`src/rtl/set_fsm.sv`:
```
// Settable 24-hour clock core: button-driven digit editing in set mode,
// prescaled seconds counting with full carry in run mode.
module set_fsm #(
  parameter int CLKS_PER_SEC = 100000000
) (
  input  logic       clk,
  input  logic       reset,
  input  logic       nextbutton,
  input  logic       button1,
  input  logic       button2,
  input  logic       isset,
  output logic [1:0] hour1,
  output logic [3:0] hour2,
  output logic [3:0] min1,
  output logic [3:0] min2,
  output logic [3:0] sec1,
  output logic [3:0] sec2
);

  localparam int PW = (CLKS_PER_SEC > 1) ? $clog2(CLKS_PER_SEC) : 1;
  localparam logic [PW-1:0] PRESC_LAST = PW'(CLKS_PER_SEC - 1);

  typedef enum logic [1:0] {SEL_HOUR, SEL_MIN, SEL_SEC} sel_t;

  sel_t          r_sel, w_sel_nxt;
  logic [PW-1:0] r_presc, w_presc_nxt;
  logic          r_nb_hist, r_b1_hist, r_b2_hist;
  logic [1:0]    r_hour1, w_hour1_nxt;
  logic [3:0]    r_hour2, w_hour2_nxt;
  logic [3:0]    r_min1, w_min1_nxt;
  logic [3:0]    r_min2, w_min2_nxt;
  logic [3:0]    r_sec1, w_sec1_nxt;
  logic [3:0]    r_sec2, w_sec2_nxt;
  logic          w_nb_press, w_b1_press, w_b2_press;
  logic          w_tick;

  function automatic logic [3:0] wrap_inc(input logic [3:0] d, input logic [3:0] last);
    return (d >= last) ? 4'd0 : d + 4'd1;
  endfunction

  function automatic logic [1:0] hour_tens_inc(input logic [1:0] h);
    return (h >= 2'd2) ? 2'd0 : h + 2'd1;
  endfunction

  assign w_nb_press = nextbutton & ~r_nb_hist;
  assign w_b1_press = button1    & ~r_b1_hist;
  assign w_b2_press = button2    & ~r_b2_hist;

  assign w_tick      = isset && (r_presc == PRESC_LAST);
  assign w_presc_nxt = (!isset || w_tick) ? '0 : r_presc + PW'(1);

  always_ff @(posedge clk) begin
    if (!reset) begin
      r_sel <= SEL_HOUR;
    end else begin
      r_sel <= w_sel_nxt;
    end
  end

  always_comb begin
    w_sel_nxt = r_sel;
    if (isset) begin
      w_sel_nxt = SEL_HOUR;
    end else if (w_nb_press) begin
      case (r_sel)
        SEL_HOUR: w_sel_nxt = SEL_MIN;
        SEL_MIN:  w_sel_nxt = SEL_SEC;
        default:  w_sel_nxt = SEL_HOUR;
      endcase
    end
  end

  always_comb begin
    w_hour1_nxt = r_hour1;
    w_hour2_nxt = r_hour2;
    w_min1_nxt  = r_min1;
    w_min2_nxt  = r_min2;
    w_sec1_nxt  = r_sec1;
    w_sec2_nxt  = r_sec2;
    if (isset) begin
      // Ripple carry: each field only moves when every lower field wraps.
      if (w_tick) begin
        w_sec2_nxt = wrap_inc(r_sec2, 4'd9);
        if (r_sec2 >= 4'd9) begin
          w_sec1_nxt = wrap_inc(r_sec1, 4'd5);
          if (r_sec1 >= 4'd5) begin
            w_min2_nxt = wrap_inc(r_min2, 4'd9);
            if (r_min2 >= 4'd9) begin
              w_min1_nxt = wrap_inc(r_min1, 4'd5);
              if (r_min1 >= 4'd5) begin
                if (r_hour1 == 2'd2 && r_hour2 >= 4'd3) begin
                  w_hour1_nxt = 2'd0;
                  w_hour2_nxt = 4'd0;
                end else if (r_hour2 >= 4'd9) begin
                  w_hour1_nxt = hour_tens_inc(r_hour1);
                  w_hour2_nxt = 4'd0;
                end else begin
                  w_hour2_nxt = r_hour2 + 4'd1;
                end
              end
            end
          end
        end
      end
    end else begin
      case (r_sel)
        SEL_HOUR: begin
          if (w_b1_press) w_hour1_nxt = hour_tens_inc(r_hour1);
          if (w_b2_press) w_hour2_nxt = wrap_inc(r_hour2, (r_hour1 == 2'd2) ? 4'd3 : 4'd9);
          // Tens moving to 2 may leave an out-of-range units digit behind.
          if (w_hour1_nxt == 2'd2 && w_hour2_nxt > 4'd3) w_hour2_nxt = 4'd3;
        end
        SEL_MIN: begin
          if (w_b1_press) w_min1_nxt = wrap_inc(r_min1, 4'd5);
          if (w_b2_press) w_min2_nxt = wrap_inc(r_min2, 4'd9);
        end
        SEL_SEC: begin
          if (w_b1_press) w_sec1_nxt = wrap_inc(r_sec1, 4'd5);
          if (w_b2_press) w_sec2_nxt = wrap_inc(r_sec2, 4'd9);
        end
        default: ;
      endcase
    end
  end

  always_ff @(posedge clk) begin
    if (!reset) begin
      r_presc   <= '0;
      r_nb_hist <= 1'b0;
      r_b1_hist <= 1'b0;
      r_b2_hist <= 1'b0;
      r_hour1   <= 2'd0;
      r_hour2   <= 4'd0;
      r_min1    <= 4'd0;
      r_min2    <= 4'd0;
      r_sec1    <= 4'd0;
      r_sec2    <= 4'd0;
    end else begin
      r_presc   <= w_presc_nxt;
      r_nb_hist <= nextbutton;
      r_b1_hist <= button1;
      r_b2_hist <= button2;
      r_hour1   <= w_hour1_nxt;
      r_hour2   <= w_hour2_nxt;
      r_min1    <= w_min1_nxt;
      r_min2    <= w_min2_nxt;
      r_sec1    <= w_sec1_nxt;
      r_sec2    <= w_sec2_nxt;
    end
  end

  assign hour1 = r_hour1;
  assign hour2 = r_hour2;
  assign min1  = r_min1;
  assign min2  = r_min2;
  assign sec1  = r_sec1;
  assign sec2  = r_sec2;

endmodule

```
`config.mk`:
```
export PLATFORM = sky130hd
export DESIGN_NAME = set_fsm
export DESIGN_NICKNAME = d
export VERILOG_FILES = /design/src/rtl/set_fsm.sv
export SDC_FILE = /design/constraint.sdc
export NUM_CORES = 1
export LEC_CHECK = 0
export ABC_AREA = 1
export CELL_PAD_IN_SITES_DETAIL_PLACEMENT = 1
export CELL_PAD_IN_SITES_GLOBAL_PLACEMENT = 1
export CORE_MARGIN = 3
export CORE_UTILIZATION = 30
export CTS_CLUSTER_DIAMETER = 200
export DETAILED_ROUTE_END_ITERATION = 8
export PLACE_DENSITY_LB_ADDON = 0.1
export SLEW_MARGIN = 10
export SYNTH_ARGS = -nofsm -noshare
export SYNTH_HDL_FRONTEND = slang
export SYNTH_SLANG_ARGS = --single-unit
```
`constraint.sdc`:
```
create_clock -name clk -period 1.65 [get_ports clk]
set_input_delay 0.33 -clock clk [delete_from_list [all_inputs] [get_ports clk]]
set_output_delay 0.33 -clock clk [all_outputs]
set_load 0.02 [all_outputs]
```
==> impl_metrics.yaml <==
run_status:
  status: "finished clean"
floorplanning:
  pin_count: 28
  fp-row-count: 37
  floorplan.initialDensity: 0.309
  die_x_um: 109
  coreArea_sq_mm: 0.0104
  dieArea_sq_mm: 0.0120
  die_y_um: 109
cts:
  cts.sinks: 54
  cts_tree: "done"
  numCtsBuffers: 5
  path_clk_slew_ns: 0.12
  insertion_delay_ns: 0.34
  htree_levels: 2
  cts-root-buf: "clkbuf_8"
  clockBufferDepth: 2
worst_setup_path:
  crit_end: "hour2[0]$_SDFFE_PN0P_"
  arrival_ns: 1.88
  critPathLaunchType: "flop"
  regToRegStartpoint: "hour1[1]$_SDFFE_PN0P_"
  critPathSlowestCell: "dfxtp_2"
  r2r-end: "hour2[0]$_SDFFE_PN0P_"
  startpoint: "hour1[1]$_SDFFE_PN0P_"
  r2r_cells: 15
  cp-end-kind: "flop"
  path_cells: "inv_2 -> nor2_4 -> inv_2 -> ha_4 -> nand2_2 -> nand2_2 -> nand2_4 -> nand2_4 -> nor2_4 -> nor2_1 -> nand2_1 -> nand2_2 -> nand2_1 -> nor2_1 -> nor2_1"
  cp_max_fo: 2
  worst_path_largest_cell_delay_ns: 0.35
  r2r_slack_ns: 0.02
  path_class: "flop to flop"
  cp.required_ns: 1.90
global_route:
  grt_max_degree: 20
  antenna_found_initial: 0
  grtUsageTotal: 0.170
  overflow: 0
  grt_pass1_wl_mm: 16.0
  grt_pass1_vias: 3523
sta:
  hold_viol_final: 0
  final.setup.tns_ns: 0
  worst_pin_slew_ns: 0.460
  fin_skew_ns: 0.0205
  finalCritPeriodShare: 0.990
  grt_setup_unrepaired: "true"
  final.min_clock_period_ns: 1.63
  slew_headroom: 0.690
  drv_slew: 0
  fmax_mhz: 612
  setup_viol: 0
routing:
  drtPass1Iterations: 4
  avgRoutedWirePerCell_um: 13.1
  vias_per_cell: 4.63
  finalWirelength_mm: 9.53
  route.detailed.drc: 0
  drt_iter0_drc: 86
  postRouteAntennaNets: 0
  vias: 3354
power:
  p_leak_nw: 2.06
  ir_worst_vdd_mv: 0.484
  power.density_mw_per_mm2: 581
  p_total_mw: 2.70
yosys:
  netlist_top_cells_area: "dfxtp_1 (34%), nand2_1 (15%), nor2_1 (9.0%), ha_1 (7.0%), inv_1 (6.9%)"
  synthArstFlopShare: 0
  synth_edf_count: 0
  synth_area_sq_mm: 0.00320
  syn_avg_cell_area_sq_um: 6.66
  synth_flop_cell: "dfxtp_1"
  ys_ff_latch: 54
  synthCells: 481
  synth_common_cells: "nand2_1 (126), nor2_1 (77), inv_1 (59)"
  synth_top_area_frac: 0.338
  synth_most_common_cell: "nand2_1"
  synth_warnings: 0
  synth_seq_area_share: 0.338
  ys_types: 33
  synth_top_cell_by_area: "dfxtp_1"
  synth_nets: 505
place:
  hpwl_mm: 7.47
  placed_cells_incl_taps: 707
  place_area_sq_mm: 0.00416
  gp_congestion: 0.788
  portBuffers: 27
final_layout:
  finalInstanceArea_sq_mm: 0.00464
  drive_gt1_frac: 0.297
  syn2layout_area_growth_pct: 44.9
  stdcell_count: 725
  insertedDiodeCount: 0
  final_nets: 612
  postLayoutCoreUtil: 0.448
flow_run:
  drv_cap: 0
hold_path:
  hold_path_depth: 2
  holdCritPathClass: "flop to flop"
## how the worst min path moves through the flow
stage | start | to | slack [ns]
global route | r_presc[26]$_SDFF_PP0_ | r_presc[26]$_SDFF_PP0_ | 0.51
detailed placement | r_presc[26]$_SDFF_PP0_ | r_presc[26]$_SDFF_PP0_ | 0.48
finish | r_presc[26]$_SDFF_PP0_ | r_presc[26]$_SDFF_PP0_ | 0.50
global placement | r_presc[26]$_SDFF_PP0_ | r_presc[26]$_SDFF_PP0_ | 0.47
CTS | r_presc[26]$_SDFF_PP0_ | r_presc[26]$_SDFF_PP0_ | 0.50
floorplan | r_presc[0]$_SDFF_PP0_ | r_presc[0]$_SDFF_PP0_ | 0.42
## sequential cells by signal, indices dropped and copies added, names as in the netlist
register	cells
r_b2_hist	1
r_b1_hist	1
r_presc	27
min1	4
sec2	4
hour1	2
min2	4
hour2	4
r_sel	2
r_nb_hist	1
sec1	4
## metal layers
layer / track usage / routed length [um] / vias up
li1: - / - / 1745
met1: 0.191 / 4180 / 1581
met2: 0.318 / 4970 / 18
met3: 0.0411 / 239 / 10
met4: 0.0427 / 131 / 0
met5: 0 / 0 / -
## kinds of logic (layout without fill, tap and decap cells)
group | after synthesis | count (layout) | synth area share
AND/OR/NAND/NOR | 276 | 276 | 0.386
buffers and inverters | 66 | 174 | 0.0812
AO/OA/AOI/OAI | 54 | 54 | 0.0898
flip-flops | 54 | 54 | 0.338
adder cells (fa/ha/maj) | 18 | 18 | 0.0703
XOR/XNOR | 13 | 13 | 0.0355
## repair_timing
item | CTS | global route
pin swaps | 5 | 23
resized for setup | 50 | 66
hold buffers | 0 | 0
endpoints found under the setup margin | 47 | 43
setup buffers | 3 | 7
## cells in the final DEF, fill, tap and decap left out, types with 6 or more instances in the layout
cell type and count:
dfxtp_1 37, nand3_2 6, nand4_1 16, dlygate4sd2_1 20, nor2_1 68, nand2_1 111
nand2_2 14, buf_4 71, nor2_4 9, a21oi_2 6, xor2_1 8, inv_1 53
nand3_1 17, dfxtp_2 15, a21oi_1 23, inv_2 6, ha_1 15, o21ai_0 9
## cell type report
cell class	instances	area, sq um
timing repair buffer	106	896
sequential	54	1110
clock buffer	5	68.8
multi-input combinational	361	2130
clock inverter	3	47.5
tap	136	170
inverter	60	225
fill	1328	5730
## through the flow
stage	setup WS [ns]	hold WS (ns)
3_5_place_dp	-0.251	0.483
2_1_floorplan	0.00520	0.418
4_1_cts	0.0000998	0.501
5_1_grt	-0.0948	0.515
6_report	0.0160	0.497
3_3_place_gp	-0.227	0.467
## report_power, final
group / internal [mW] / switching [mW] / total (mW) / leakage (nW)
clock network: 0.461 / 0.526 / 0.987 / 0.0587
logic: 0.164 / 0.204 / 0.368 / 1.55
registers: 1.32 / 0.0172 / 1.34 / 0.446
total: 1.95 / 0.747 / 2.70 / 2.06
## critical path: cells and delay by family (launching register included)
kind	cells	cell delay [ns]
AND/OR/NAND/NOR	12	0.83
flip-flops	1	0.35
adder cells (fa/ha/maj)	1	0.26
buffers and inverters	2	0.11
No activity file was read; power rests on OpenSTA's default activity.
